$ cat config.mk
export PLATFORM = sky130hd
export DESIGN_NAME = tdm_frame_collector
export DESIGN_NICKNAME = d
export VERILOG_FILES = /design/src/rtl/tdm_pkg.sv /design/src/rtl/sync_fifo.sv /design/src/rtl/tdm_frame_collector.sv
export SDC_FILE = /design/constraint.sdc
export NUM_CORES = 1
export LEC_CHECK = 0
export ABC_AREA = 1
export BUFFER_PORTS_ARGS = -buffer_cell sky130_fd_sc_hd__buf_2
export CAP_MARGIN = 30
export CORE_MARGIN = 4
export CORE_UTILIZATION = 59
export CTS_BUF_LIST = sky130_fd_sc_hd__clkbuf_16
export CTS_CLUSTER_DIAMETER = 100
export DETAILED_ROUTE_END_ITERATION = 8
export PLACE_DENSITY = 0.8
export SETUP_SLACK_MARGIN = 0.02
export SYNTH_ARGS = -nofsm -noshare
export SYNTH_HDL_FRONTEND = slang
export SYNTH_HIERARCHICAL = 1
export SYNTH_SLANG_ARGS = --single-unit
$ cat constraint.sdc
create_clock -name clk -period 2.7 [get_ports clk]
set_input_delay 0.405 -clock clk [delete_from_list [all_inputs] [get_ports clk]]
set_output_delay 0.405 -clock clk [all_outputs]
set_load 0.02 [all_outputs]
$ cat src/rtl/tdm_pkg.sv
// rtl/tdm_pkg.sv - shared types and constants for the TDM frame collector
//
// Purpose: slot geometry of the 4-slot serial stream, collector FSM state
// encoding and the FIFO entry layout used by tdm_frame_collector.
// Ports: none (package).

package tdm_pkg;

  localparam int SLOTS  = 4;
  localparam int SLOT_W = 2;

  typedef enum logic {
    HUNT    = 1'b0,
    COLLECT = 1'b1
  } state_e;

  // One buffered frame: data bit n was sampled in slot n.
  typedef struct packed {
    logic             changed;
    logic [SLOTS-1:0] data;
  } frame_t;

endpackage

$ cat src/rtl/sync_fifo.sv
// rtl/sync_fifo.sv - parameterised synchronous FIFO with occupancy counter
//
// Purpose: small register-based FIFO; head is shown combinationally from
// storage and forced to zero while empty.
// Ports:
//   clk, rst_n       clock, asynchronous active-low reset
//   push, push_data  write request and data
//   pop              read request (ignored while empty)
//   full, empty      occupancy flags
//   head             oldest entry, zero while empty

module sync_fifo #(
  parameter int WIDTH = 5,
  parameter int DEPTH = 4
) (
  input  logic             clk,
  input  logic             rst_n,
  input  logic             push,
  input  logic [WIDTH-1:0] push_data,
  input  logic             pop,
  output logic             full,
  output logic             empty,
  output logic [WIDTH-1:0] head
);

  localparam int PTR_W = $clog2(DEPTH);
  localparam logic [PTR_W:0] FULL_CNT = (PTR_W+1)'(DEPTH);

  logic [WIDTH-1:0] mem_q [DEPTH];
  logic [WIDTH-1:0] mem_d [DEPTH];
  logic [PTR_W-1:0] wr_ptr_q, wr_ptr_d;
  logic [PTR_W-1:0] rd_ptr_q, rd_ptr_d;
  logic [PTR_W:0]   count_q, count_d;
  logic             do_push;
  logic             do_pop;

  assign empty = (count_q == '0);
  assign full  = (count_q == FULL_CNT);
  assign head  = empty ? '0 : mem_q[rd_ptr_q];

  always_comb begin
    do_pop   = pop & ~empty;
    // A push into a full FIFO is still accepted when a pop frees the slot.
    do_push  = push & (~full | do_pop);
    mem_d    = mem_q;
    wr_ptr_d = wr_ptr_q;
    rd_ptr_d = rd_ptr_q;
    count_d  = count_q;
    if (do_push) begin
      mem_d[wr_ptr_q] = push_data;
      wr_ptr_d        = wr_ptr_q + PTR_W'(1);
    end
    if (do_pop) begin
      rd_ptr_d = rd_ptr_q + PTR_W'(1);
    end
    case ({do_push, do_pop})
      2'b10:   count_d = count_q + (PTR_W+1)'(1);
      2'b01:   count_d = count_q - (PTR_W+1)'(1);
      default: count_d = count_q;
    endcase
  end

  always_ff @(posedge clk or negedge rst_n) begin
    if (!rst_n) begin
      for (int i = 0; i < DEPTH; i++) begin
        mem_q[i] <= '0;
      end
      wr_ptr_q <= '0;
      rd_ptr_q <= '0;
      count_q  <= '0;
    end else begin
      mem_q    <= mem_d;
      wr_ptr_q <= wr_ptr_d;
      rd_ptr_q <= rd_ptr_d;
      count_q  <= count_d;
    end
  end

endmodule

$ cat src/rtl/tdm_frame_collector.sv
// rtl/tdm_frame_collector.sv - reassembles 4-slot TDM sweeps into buffered frames
//
// Purpose: samples ser_in per slot, checks the slot sequence, pushes each
// completed 4-bit frame (with a changed-vs-previous flag) into a FIFO read
// out with a valid/ready handshake.
// Ports:
//   clk, rst_n            clock, asynchronous active-low reset
//   ser_in, slot          serial bit and its slot index
//   out_ready             consumer takes head frame
//   out_valid, out_data   head frame presented
//   out_changed           head frame differs from the frame accepted before it
//   sync_err, overflow    one-cycle pulses: sequence error / frame dropped
//   frame_count           accepted frames (wraps)
//   drop_count            dropped frames (saturates)

module tdm_frame_collector
  import tdm_pkg::*;
#(
  parameter int FIFO_DEPTH = 4,
  parameter int CNT_W      = 8
) (
  input  logic             clk,
  input  logic             rst_n,
  input  logic             ser_in,
  input  logic [1:0]       slot,
  input  logic             out_ready,
  output logic             out_valid,
  output logic [3:0]       out_data,
  output logic             out_changed,
  output logic             sync_err,
  output logic             overflow,
  output logic [CNT_W-1:0] frame_count,
  output logic [CNT_W-1:0] drop_count
);

  localparam logic [SLOT_W-1:0] LAST_SLOT = SLOT_W'(SLOTS - 1);

  state_e                state_q, state_d;
  logic [SLOT_W-1:0]     exp_q, exp_d;
  // Bits 0..2 of the frame in progress; bit 3 is taken straight from ser_in.
  logic [SLOTS-2:0]      shift_q, shift_d;
  logic                  sync_err_q, sync_err_d;
  logic                  overflow_q, overflow_d;
  logic [SLOTS-1:0]      last_frame_q, last_frame_d;
  logic                  have_last_q, have_last_d;
  logic [CNT_W-1:0]      frame_count_q, frame_count_d;
  logic [CNT_W-1:0]      drop_count_q, drop_count_d;

  logic                  frame_done;
  logic [SLOTS-1:0]      frame_data;
  logic                  push;
  logic                  pop;
  frame_t                push_entry;
  frame_t                fifo_head;
  logic                  fifo_full;
  logic                  fifo_empty;

  // State register
  always_ff @(posedge clk or negedge rst_n) begin
    if (!rst_n) begin
      state_q       <= HUNT;
      exp_q         <= '0;
      shift_q       <= '0;
      sync_err_q    <= 1'b0;
      overflow_q    <= 1'b0;
      last_frame_q  <= '0;
      have_last_q   <= 1'b0;
      frame_count_q <= '0;
      drop_count_q  <= '0;
    end else begin
      state_q       <= state_d;
      exp_q         <= exp_d;
      shift_q       <= shift_d;
      sync_err_q    <= sync_err_d;
      overflow_q    <= overflow_d;
      last_frame_q  <= last_frame_d;
      have_last_q   <= have_last_d;
      frame_count_q <= frame_count_d;
      drop_count_q  <= drop_count_d;
    end
  end

  // Next-state logic: slot sequencing and frame assembly
  always_comb begin
    state_d    = state_q;
    exp_d      = exp_q;
    shift_d    = shift_q;
    sync_err_d = 1'b0;
    frame_done = 1'b0;
    frame_data = {ser_in, shift_q};
    case (state_q)
      HUNT: begin
        if (slot == '0) begin
          shift_d = {{(SLOTS-2){1'b0}}, ser_in};
          exp_d   = SLOT_W'(1);
          state_d = COLLECT;
        end
      end
      COLLECT: begin
        if (slot == exp_q) begin
          if (slot == LAST_SLOT) begin
            // Clearing here means slot 0 of the next sweep starts clean.
            frame_done = 1'b1;
            exp_d      = '0;
            shift_d    = '0;
          end else begin
            shift_d[slot] = ser_in;
            exp_d         = exp_q + SLOT_W'(1);
          end
        end else begin
          sync_err_d = 1'b1;
          if (slot == '0) begin
            // An early slot 0 is treated as the start of a fresh sweep.
            shift_d = {{(SLOTS-2){1'b0}}, ser_in};
            exp_d   = SLOT_W'(1);
          end else begin
            shift_d = '0;
            exp_d   = '0;
            state_d = HUNT;
          end
        end
      end
      default: begin
        state_d = HUNT;
        exp_d   = '0;
        shift_d = '0;
      end
    endcase
  end

  // Output / datapath logic: FIFO push, change tracking, counters
  always_comb begin
    pop                = ~fifo_empty & out_ready;
    push               = frame_done & (~fifo_full | pop);
    push_entry.data    = frame_data;
    push_entry.changed = have_last_q & (frame_data != last_frame_q);
    last_frame_d       = last_frame_q;
    have_last_d        = have_last_q;
    frame_count_d      = frame_count_q;
    drop_count_d       = drop_count_q;
    overflow_d         = frame_done & ~push;
    if (push) begin
      last_frame_d  = frame_data;
      have_last_d   = 1'b1;
      frame_count_d = frame_count_q + CNT_W'(1);
    end
    if (overflow_d && (drop_count_q != '1)) begin
      drop_count_d = drop_count_q + CNT_W'(1);
    end
  end

  sync_fifo #(
    .WIDTH ($bits(frame_t)),
    .DEPTH (FIFO_DEPTH)
  ) u_fifo (
    .clk       (clk),
    .rst_n     (rst_n),
    .push      (push),
    .push_data (push_entry),
    .pop       (pop),
    .full      (fifo_full),
    .empty     (fifo_empty),
    .head      (fifo_head)
  );

  assign out_valid   = ~fifo_empty;
  assign out_data    = fifo_head.data;
  assign out_changed = fifo_head.changed;
  assign sync_err    = sync_err_q;
  assign overflow    = overflow_q;
  assign frame_count = frame_count_q;
  assign drop_count  = drop_count_q;

endmodule

==> qor.csv, run 1 <==
stage;metric;value;unit
outcome;outcome;finished clean;
clock_network;cts_buffers;5;
synth;synth_top_flop_cell;dfrtp_1;
synth;synthCells;378;
clock_network;worstSkewPairLatency;290;ps
critical_path;critPathLaunch;u_fifo/count_q[1];
route;drt_iter0_markers;168;
placement;dp_cells;469;
pwr;ir_worst_vdd;0.401;mV
route;drcViolationCount;0;
grt;grt_pass1_vias;2468;
timing;fin_setup_tns;0;ps
grt;overflow;0;
timing;fmax;0.413;GHz
timing;slew_violations;0;
timing;worstMarginPinSlew;595;ps
critical_path;end_kind;flop;
synth;synth_largest_area_cell;dfrtp_1;
floorplan;die_h;79.4;um
synth;netlist_area;3010;um2
finish;final_common_cell;nand2_1;
finish;areaGrowthSynthToFinish;14.9;%
min_path;hold_class;input pin to async pin;
pwr;p_leak;1.88;nW
finish;fin_util;71.8;%
flow_run;cap_violations;0;
timing;fin_skew;5.50;ps
synth;async_flop_share;100;%
floorplan;core;4820;um2
finish;diodes;0;
critical_path;critPathRequiredTime;2880;ps
route;firstDrtPassIters;4;
placement;gp_congestion;0.829;
finish;drive_above_1_share;14.2;%
grt;grt_pass1_wl;11.2;mm
synth;yosysTopAreaCellShare;46.6;%
timing;layout_min_cycle_time;2420;ps
critical_path;worstPathMaxFanout;8;
synth;yosysWarnings;6;
floorplan;io-pin-count;30;
finish;nFillCells;400;
finish;final_cell_mix;153 x nand2_1, 56 x dfrtp_1, 29 x buf_2;
synth;avgSynthCellArea;7.96;um2
route;via_per_inst;5.40;
floorplan;fp-row-count;25;
placement;hpwlAfterDp;4.39;mm
critical_path;startpoint_type;flop;
timing;fin_crit_sh;89.8;%
synth;ys_ff_latch;56;
synth;synth.area.top_cells;dfrtp_1 47%, nand2_1 19%, nand4_1 4.6%;
synth;synth_nets;392;
synth;synth_cell_types;29;
critical_path;r2r-start;u_fifo/count_q[1];
grt;antenna_found_initial;0;
placement;dp_slack;140;ps
synth;synth_edf_count;0;
route;post_drt_wl_per_cell;13.4;um
clock_network;cts-root-buf;clkbuf_16;
clock_network;cts_buffer_depth;2;
timing;finalSetupViolations;0;
synth;seq_area_frac_synth;46.6;%
timing;hold_viol;0;
timing;rsz0062_at_grt;false;
route;num_vias;2610;
critical_path;crit_arrival;2600;ps
clock_network;tritoncts;built;
grt;grt_start_max_net_pins;36;
critical_path;worstSetupPathType;flop to flop;
grt;grt_usage;22.5;%
floorplan;die_area;6310;um2
clock_network;cts_sinks;56;
timing;setup_ws;276;ps
clock_network;h-tree-depth;2;
placement;io_buffer_count;29;
route;wirelength;6.48;mm
finish;layout.cells.non_filler;483;
finish;nNetsFinal;429;
route;ant_nets;0;
clock_network;cts_hold_buf;0;
clock_network;clk_pin_slew;70;ps
floorplan;start_util;62.5;%
pwr;cellPowerDensity;737;nW/um2
timing;maxSlewHeadroom;60.3;%
floorplan;die_x;79.4;um
[cells in the mapped netlist (all sizes together) (3+ instances only)]
cell type  number
nand2         155
dfrtp          56
inv            28
nor2           25
nand3          24
nand4          23
o21ai          13
buf            10
xnor2           9
a21oi           8
xor2            8
ha              7
nand3b          4
nor3            3
[registers in the layout (all words and copies together) (netlist names)]
signal,flops
shift_q,3
state_q,1
drop_count,8
u_fifo/wr_ptr_q,2
u_fifo/rd_ptr_q,2
sync_err,1
frame_count,8
have_last_q,1
u_fifo/count_q,3
overflow,1
u_fifo/mem_q,20
last_frame_q,4
exp_q,2
[kinds of logic (layout without fill, tap and decap cells)]
logic type | Yosys count | after routing | share of synthesized area, %
AND/OR/NAND/NOR | 235 | 235 | 34.6
AO/OA/AOI/OAI | 23 | 23 | 3.99
buffers and inverters | 39 | 77 | 6.32
adder cells (fa/ha/maj) | 8 | 8 | 3.57
flip-flops | 56 | 56 | 46.6
XOR/XNOR | 17 | 17 | 4.95
[worst max-delay path: stages, from the launching register on]
cell and delay [ps]:
dfrtp_1 420, nor2_2 190, nand2_1 100, inv_1 70, inv_1 50, nand2_1 80
nand2_2 110, nand2_4 140, clkinv_2 70, nand2_1 110, ha_1 180, inv_1 70
fa_1 380, nand2_1 90, nand3b_1 100, xor2_1 150
[routing by layer]
metal	global-route usage [%]	wire length, um	vias up
met1	29.0	2940	1265
met2	37.6	3210	46
li1	-	-	1287
met4	10.1	133	0
met5	0	0	-
met3	2.82	197	12
[report_power, final]
part | internal [mW] | switching (mW)
registers | 0.912 | 0.104
clock network | 0.625 | 0.300
logic | 0.213 | 0.395
[layout make-up]
type                       instances  area (um2)  share of cell area (%)
multi-input combinational        283        1420                    41.1
sequential                        56        1400                    40.5
timing repair buffer              40         228                    6.58
clock buffer                       5         125                    3.62
inverter                          29         110                    3.18
clock inverter                     3        90.1                    2.60
tap                               67        83.8                    2.42
[final timing paths]
kind / endpoint / slack (ps) / cells after the start
max reg2reg: u_fifo/count_q[2] / 280 / 15
min in group clk: shift_q[0] / 440 / 3
min: u_fifo/rd_ptr_q[0] / 110 / 1
max: u_fifo/count_q[2] / 280 / 15
max in group asynchronous: last_frame_q[2] / 1940 / 2
min reg2reg: u_fifo/mem_q[17] / 480 / 2
[per-stage QoR]
stage / instance area (um2) / hold WS, ps / power [mW]
after floorplan: 3010 / 109 / 1.48
after global placement: 3200 / 442 / 1.61
after detailed placement: 3200 / 450 / 1.63
after CTS: 3410 / 139 / 2.56
after global routing: 3460 / 170 / 2.69
final: 3460 / 113 / 2.55
[what timing repair did]
item,CTS,global route
endpoints found under the setup margin,0,1
setup buffers,0,6
resized for setup,0,1
No activity file was read; power rests on OpenSTA's default activity.
==> run 2, diff against run 1 <==
--- a/config.mk
+++ b/config.mk
@@ -11,3 +11,3 @@
 export CORE_MARGIN = 4
-export CORE_UTILIZATION = 59
+export CORE_UTILIZATION = 53
 export CTS_BUF_LIST = sky130_fd_sc_hd__clkbuf_16
@@ -15,3 +15,3 @@
 export DETAILED_ROUTE_END_ITERATION = 8
-export PLACE_DENSITY = 0.8
+export PLACE_DENSITY = 0.76
 export SETUP_SLACK_MARGIN = 0.02
==> constraint.sdc (replaced) <==
create_clock -name clk -period 2.03 [get_ports clk]
set_input_delay 0.609 -clock clk [delete_from_list [all_inputs] [get_ports clk]]
set_output_delay 0.609 -clock clk [all_outputs]
set_load 0.02 [all_outputs]
==> run 2 against run 1 <==
Effect of this change:
- cell area up 5.4%
- via count up 2.4%
- highest routed layer unchanged
- total power up 33%
- flip-flop and latch count unchanged
- die area up 10%
- clock skew down 1.9 ps
- clock power down 13%
- final cell count up 4.3%
- routed wire length up 0.73%
- count of clock-buffer cells in the layout unchanged
- maximum frequency up 20%
==> qor.csv, run 2 (synthesized netlist as in run 1, its figures left out) <==
stage;metric;value;unit
finish;nFillCells;481;
finish;drive_above_1_share;20.8;%
route;num_vias;2673;
clock_network;tritoncts;built;
route;wirelength;6.52;mm
critical_path;worstPathMaxFanout;3;
critical_path;slowest_delay;400;ps
timing;slew_violations;0;
critical_path;crit_family;simple AND/OR/NAND/NOR gates;
critical_path;slowest_stage;dfrtp_1;
route;ant_nets;0;
critical_path;ff2ff_setup_slack;6;ps
finish;nNetsFinal;446;
placement;hpwlAfterDp;4.35;mm
grt;antenna_found_initial;0;
route;firstDrtPassIters;4;
timing;fin_skew;3.64;ps
outcome;outcome;finished clean;
finish;largest_register;u_fifo/mem_q;
flow_run;cap_violations;0;
floorplan;start_util;54.7;%
finish;multiInputGateArea;1500;um2
clock_network;cts_buffer_depth;2;
finish;areaGrowthSynthToFinish;21.1;%
finish;fin_util;66.2;%
placement;io_buffer_count;29;
pwr;cellPowerDensity;931;nW/um2
placement;gp_congestion;0.805;
finish;final_cell_mix;150 x nand2_1, 56 x dfrtp_1, 26 x buf_4;
placement;place_area;3350;um2
critical_path;r2r_end;u_fifo/count_q[2];
critical_path;critPathRequiredTime;2240;ps
timing;finalSetupViolations;0;
floorplan;core;5510;um2
clock_network;cts-root-buf;clkbuf_16;
critical_path;critPathLaunch;u_fifo/count_q[0];
critical_path;end_kind;flop;
min_path;hold_class;input pin to async pin;
critical_path;rr_worst_depth;13;
finish;diodes;0;
grt;grt_usage;19.3;%
grt;grt_pass1_vias;2438;
floorplan;fp-row-count;27;
clock_network;clk_pin_slew;70;ps
clock_network;worstSkewPairLatency;290;ps
critical_path;worstPathCellList;buf_4 > nor3_2 > nand2_4 > nand2_4 > clkinv_4 > nand2_4 > ha_4 > inv_2 > fa_2 > inv_1 > nand2_1 > nand3b_1 > xor2_1;
timing;rsz0062_at_grt;true;
timing;worstMarginPinSlew;393;ps
timing;fmax;0.494;GHz
timing;fin_setup_tns;0;ps
timing;hold_viol;0;
grt;grt_start_max_net_pins;57;
route;post_drt_wl_per_cell;12.9;um
critical_path;startpoint_type;flop;
timing;maxSlewHeadroom;73.7;%
clock_network;cts_buffers;5;
timing;layout_min_cycle_time;2020;ps
pwr;p_leak;1.94;nW
critical_path;cpMostUsedCell;nand2_4;
timing;fin_crit_sh;99.7;%
route;drt_iter0_markers;152;
floorplan;io-pin-count;30;
finish;largest_reg_flops;20;
grt;overflow;0;
clock_network;cts_sinks;56;
finish;seq_area;1400;um2
critical_path;cp_num_buf_inv;4;
clock_network;h-tree-depth;2;
grt;grt_pass1_wl;11.1;mm
pwr;ir_worst_vdd;0.612;mV
floorplan;die_area;6950;um2
critical_path;worstSetupPathType;flop to flop;
critical_path;r2r-start;u_fifo/count_q[0];
route;drcViolationCount;0;
critical_path;crit_arrival;2230;ps
floorplan;die_h;83.4;um
clock_network;cts_hold_buf;0;
finish;final_common_cell;nand2_1;
floorplan;die_x;83.4;um
route;via_per_inst;5.30;
finish;postLayoutCellArea;3640;um2
[run 2: worst max path at each step]
stage / cells past startpoint / slack (ps) / to
after floorplan: 16 / -240 / u_fifo/count_q[2]
after detailed placement: 12 / -30 / u_fifo/count_q[2]
after global placement: 12 / 20 / u_fifo/count_q[2]
final: 13 / 6 / u_fifo/count_q[2]
after CTS: 11 / -3 / u_fifo/count_q[2]
after global routing: 16 / -130 / u_fifo/count_q[2]
[run 2: metrics by stage]
stage,std cells,setup WS [ps],power [mW],hold WS [ps]
after detailed placement,485,-25.8,2.32,446
final,504,6.36,3.39,309
after floorplan,378,-239,2.03,313
after CTS,493,-2.62,3.15,321
after global placement,485,17.5,2.28,440
after global routing,504,-126,3.62,326
[run 2: where the power goes]
part           internal (mW)  total, mW  switching, mW
Combinational          0.562       1.28          0.722
Clock                  0.442      0.801          0.358
Sequential              1.22       1.31         0.0940
[run 2: timing repair]
item / CTS / global route
endpoints found under the setup margin: 7 / 7
resized for setup: 3 / 26
hold endpoints to repair: 0 / 0
pin swaps: 1 / 13
cloned: 0 / 1
buffers inserted: 1 / 10
[run 2: worst register-to-register path, cell delays in order, from the launching register on]
cell and delay, ps:
dfrtp_1 400, buf_4 140, nor3_2 230, nand2_4 110, nand2_4 80, clkinv_4 60, nand2_4 80, ha_4 130
inv_2 40, fa_2 340, inv_1 60, nand2_1 50, nand3b_1 90, xor2_1 150
[run 2: metal layers]
layer  GRT usage (%)  up-vias  share of wire, %
li1                -     1324                 -
met1            25.8     1271                45
met2            31.5       69                49
met3            3.97        9               4.7
met4            5.79        0               1.4
met5               0        -                 0
[run 2: layout make-up]
class / count / area share (%)
multi-input cells: 283 / 41.1
clock inverters: 2 / 0.206
repair buffers: 56 / 10.7
well taps: 72 / 2.47
flip-flops and latches: 56 / 38.4
clock buffers: 5 / 3.43
inverters: 29 / 3.40
repair inverters: 1 / 0.172
==> run 3, diff against run 2 <==
Settings changed: CORE_UTILIZATION 53 to 50, PLACE_DENSITY 0.76 to 0.72.
==> run 3 against run 2 <==
Effect of this change:
- highest routed layer unchanged
- critical path type unchanged
- core utilization down 1.4 points
- setup slack better by 16 ps
- first-iteration DRC count up 50%
- cell area up 0.96%
- die area up 5.4%
- sequential share of layout area down 0.37 points
- flip-flop and latch count unchanged
- register-to-register slack better by 20 ps
- critical path depth up 2
- largest cell class unchanged
- via count down 3.9%
==> qor.csv, run 3 (synthesized netlist as in run 1, its figures left out) <==
stage;metric;value;unit
timing;fin_crit_sh;98.9;%
floorplan;die_h;85.6;um
critical_path;crit_arrival;2190;ps
floorplan;start_util;53.0;%
floorplan;core;5680;um2
finish;final_cell_mix;144 x nand2_1, 56 x dfrtp_1, 27 x buf_4;
timing;layout_min_cycle_time;2010;ps
critical_path;worstPathMaxFanout;3;
finish;final_common_cell;nand2_1;
grt;antenna_found_initial;0;
grt;grt_usage;18.1;%
finish;diodes;0;
grt;grt_start_max_net_pins;57;
finish;nFillCells;490;
floorplan;io-pin-count;30;
clock_network;h-tree-depth;2;
critical_path;crit_family;simple AND/OR/NAND/NOR gates;
route;num_vias;2569;
placement;dp_slack;-27.1;ps
route;post_drt_wl_per_cell;12.6;um
critical_path;worstPathCellList;nor2_2 > nand2_2 > inv_2 > inv_4 > nand2_4 > nand2_4 > nand2_4 > clkinv_4 > nand2_4 > ha_4 > inv_2 > fa_2 > nand2_1 > nand3b_1 > xor2_1;
placement;place_area;3340;um2
pwr;cellPowerDensity;964;nW/um2
timing;maxSlewHeadroom;74.4;%
placement;hpwlAfterDp;4.21;mm
finish;drive_above_1_share;22.4;%
floorplan;die_x;85.6;um
route;wirelength;6.37;mm
finish;areaGrowthSynthToFinish;22.2;%
timing;rsz0062_at_grt;true;
clock_network;cts_buffer_depth;2;
pwr;ir_worst_vdd;0.700;mV
grt;grt_pass1_wl;10.8;mm
critical_path;critPathRequiredTime;2210;ps
clock_network;tritoncts;built;
timing;worstMarginPinSlew;384;ps
timing;hold_viol;0;
critical_path;slowest_stage;dfrtp_1;
route;drt_iter0_markers;228;
timing;fin_skew;6.35;ps
timing;finalSetupViolations;0;
clock_network;cts_buffers;5;
placement;gp_congestion;0.807;
min_path;hold_class;input pin to async pin;
critical_path;cpMostUsedCell;nand2_4;
timing;fmax;0.498;GHz
finish;seq_area;1400;um2
route;ant_nets;0;
grt;overflow;0;
route;drcViolationCount;0;
critical_path;end_kind;flop;
grt;grt_pass1_vias;2391;
critical_path;worstSetupPathType;flop to flop;
finish;fin_util;64.8;%
finish;multiInputGateArea;1500;um2
placement;io_buffer_count;29;
floorplan;die_area;7330;um2
clock_network;worstSkewPairLatency;300;ps
timing;setup_ws;22.8;ps
finish;postLayoutCellArea;3680;um2
floorplan;fp-row-count;27;
outcome;outcome;finished clean;
finish;largest_reg_flops;20;
critical_path;cp_num_buf_inv;4;
timing;fin_setup_tns;0;ps
clock_network;cts-root-buf;clkbuf_16;
finish;layout.cells.non_filler;505;
critical_path;slowest_delay;410;ps
timing;slew_violations;0;
pwr;p_leak;1.96;nW
route;firstDrtPassIters;4;
route;via_per_inst;5.09;
flow_run;cap_violations;0;
clock_network;cts_sinks;56;
critical_path;startpoint_type;flop;
finish;nNetsFinal;446;
finish;largest_register;u_fifo/mem_q;
placement;dp_cells;484;
clock_network;clk_pin_slew;70;ps
==> run 3: cell types whose count changed in the layout (fill, tap and decap cells not counted), sizes merged <==
cell and delta:
clkinvlp +1, bufinv +1, clkinv -1
==> run 3: layer usage <==
metal | share of wire [%] | track usage [%] | up-vias
met5 | 0 | 0 | -
met4 | 1.6 | 5.18 | 0
met3 | 2.9 | 3.55 | 9
met2 | 48 | 29.6 | 40
met1 | 47 | 24.5 | 1198
li1 | - | - | 1322
==> run 3: per-stage QoR <==
stage | hold slack, ps | power (mW)
detailed placement | 454 | 2.30
global placement | 437 | 2.27
floorplan | 313 | 2.03
finish | 307 | 3.55
global route | 333 | 3.78
CTS | 318 | 3.34
==> run 3: cell type report <==
cell class	count	area share [%]
tap	72	2.45
timing repair inverter	1	0.170
inverter	29	3.37
clock inverter	3	1.16
clock buffer	5	3.40
sequential	56	38.1
multi-input combinational	283	40.8
timing repair buffer	56	10.5
==> run 3: what timing repair did <==
action	4_1_cts	5_1_grt
setup buffers	4	8
endpoints found under the hold margin	0	0
gates cloned	0	1
endpoints found under the setup margin	6	7
pin swaps	4	11
hold buffers	0	0
resized for setup	2	29
==> run 3: worst register-to-register path, cell delays in order, from the launching register on <==
cell,delay [ps]
dfrtp_1,410
nor2_2,140
nand2_2,80
inv_2,80
inv_4,40
nand2_4,70
nand2_4,60
nand2_4,100
clkinv_4,50
nand2_4,70
ha_4,130
inv_2,40
fa_2,340
nand2_1,70
nand3b_1,90
xor2_1,150
==> run 3: power breakdown <==
part | switching [mW] | internal (mW)
sequential | 0.0926 | 1.21
clock | 0.397 | 0.580
combinational | 0.697 | 0.565
total | 1.19 | 2.36
==> run 3: worst paths after layout <==
kind | startpoint | endpoint | slack, ps | cells past startpoint
worst max-delay path | u_fifo/count_q[0] | u_fifo/count_q[2] | 20 | 15
worst min-delay path | rst_n | u_fifo/mem_q[17] | 310 | 2
worst max register to register | u_fifo/count_q[0] | u_fifo/count_q[2] | 20 | 15
worst min register to register | have_last_q | have_last_q | 470 | 2
max in group asynchronous | rst_n | overflow | 1480 | 2
min in group clk | have_last_q | have_last_q | 470 | 2
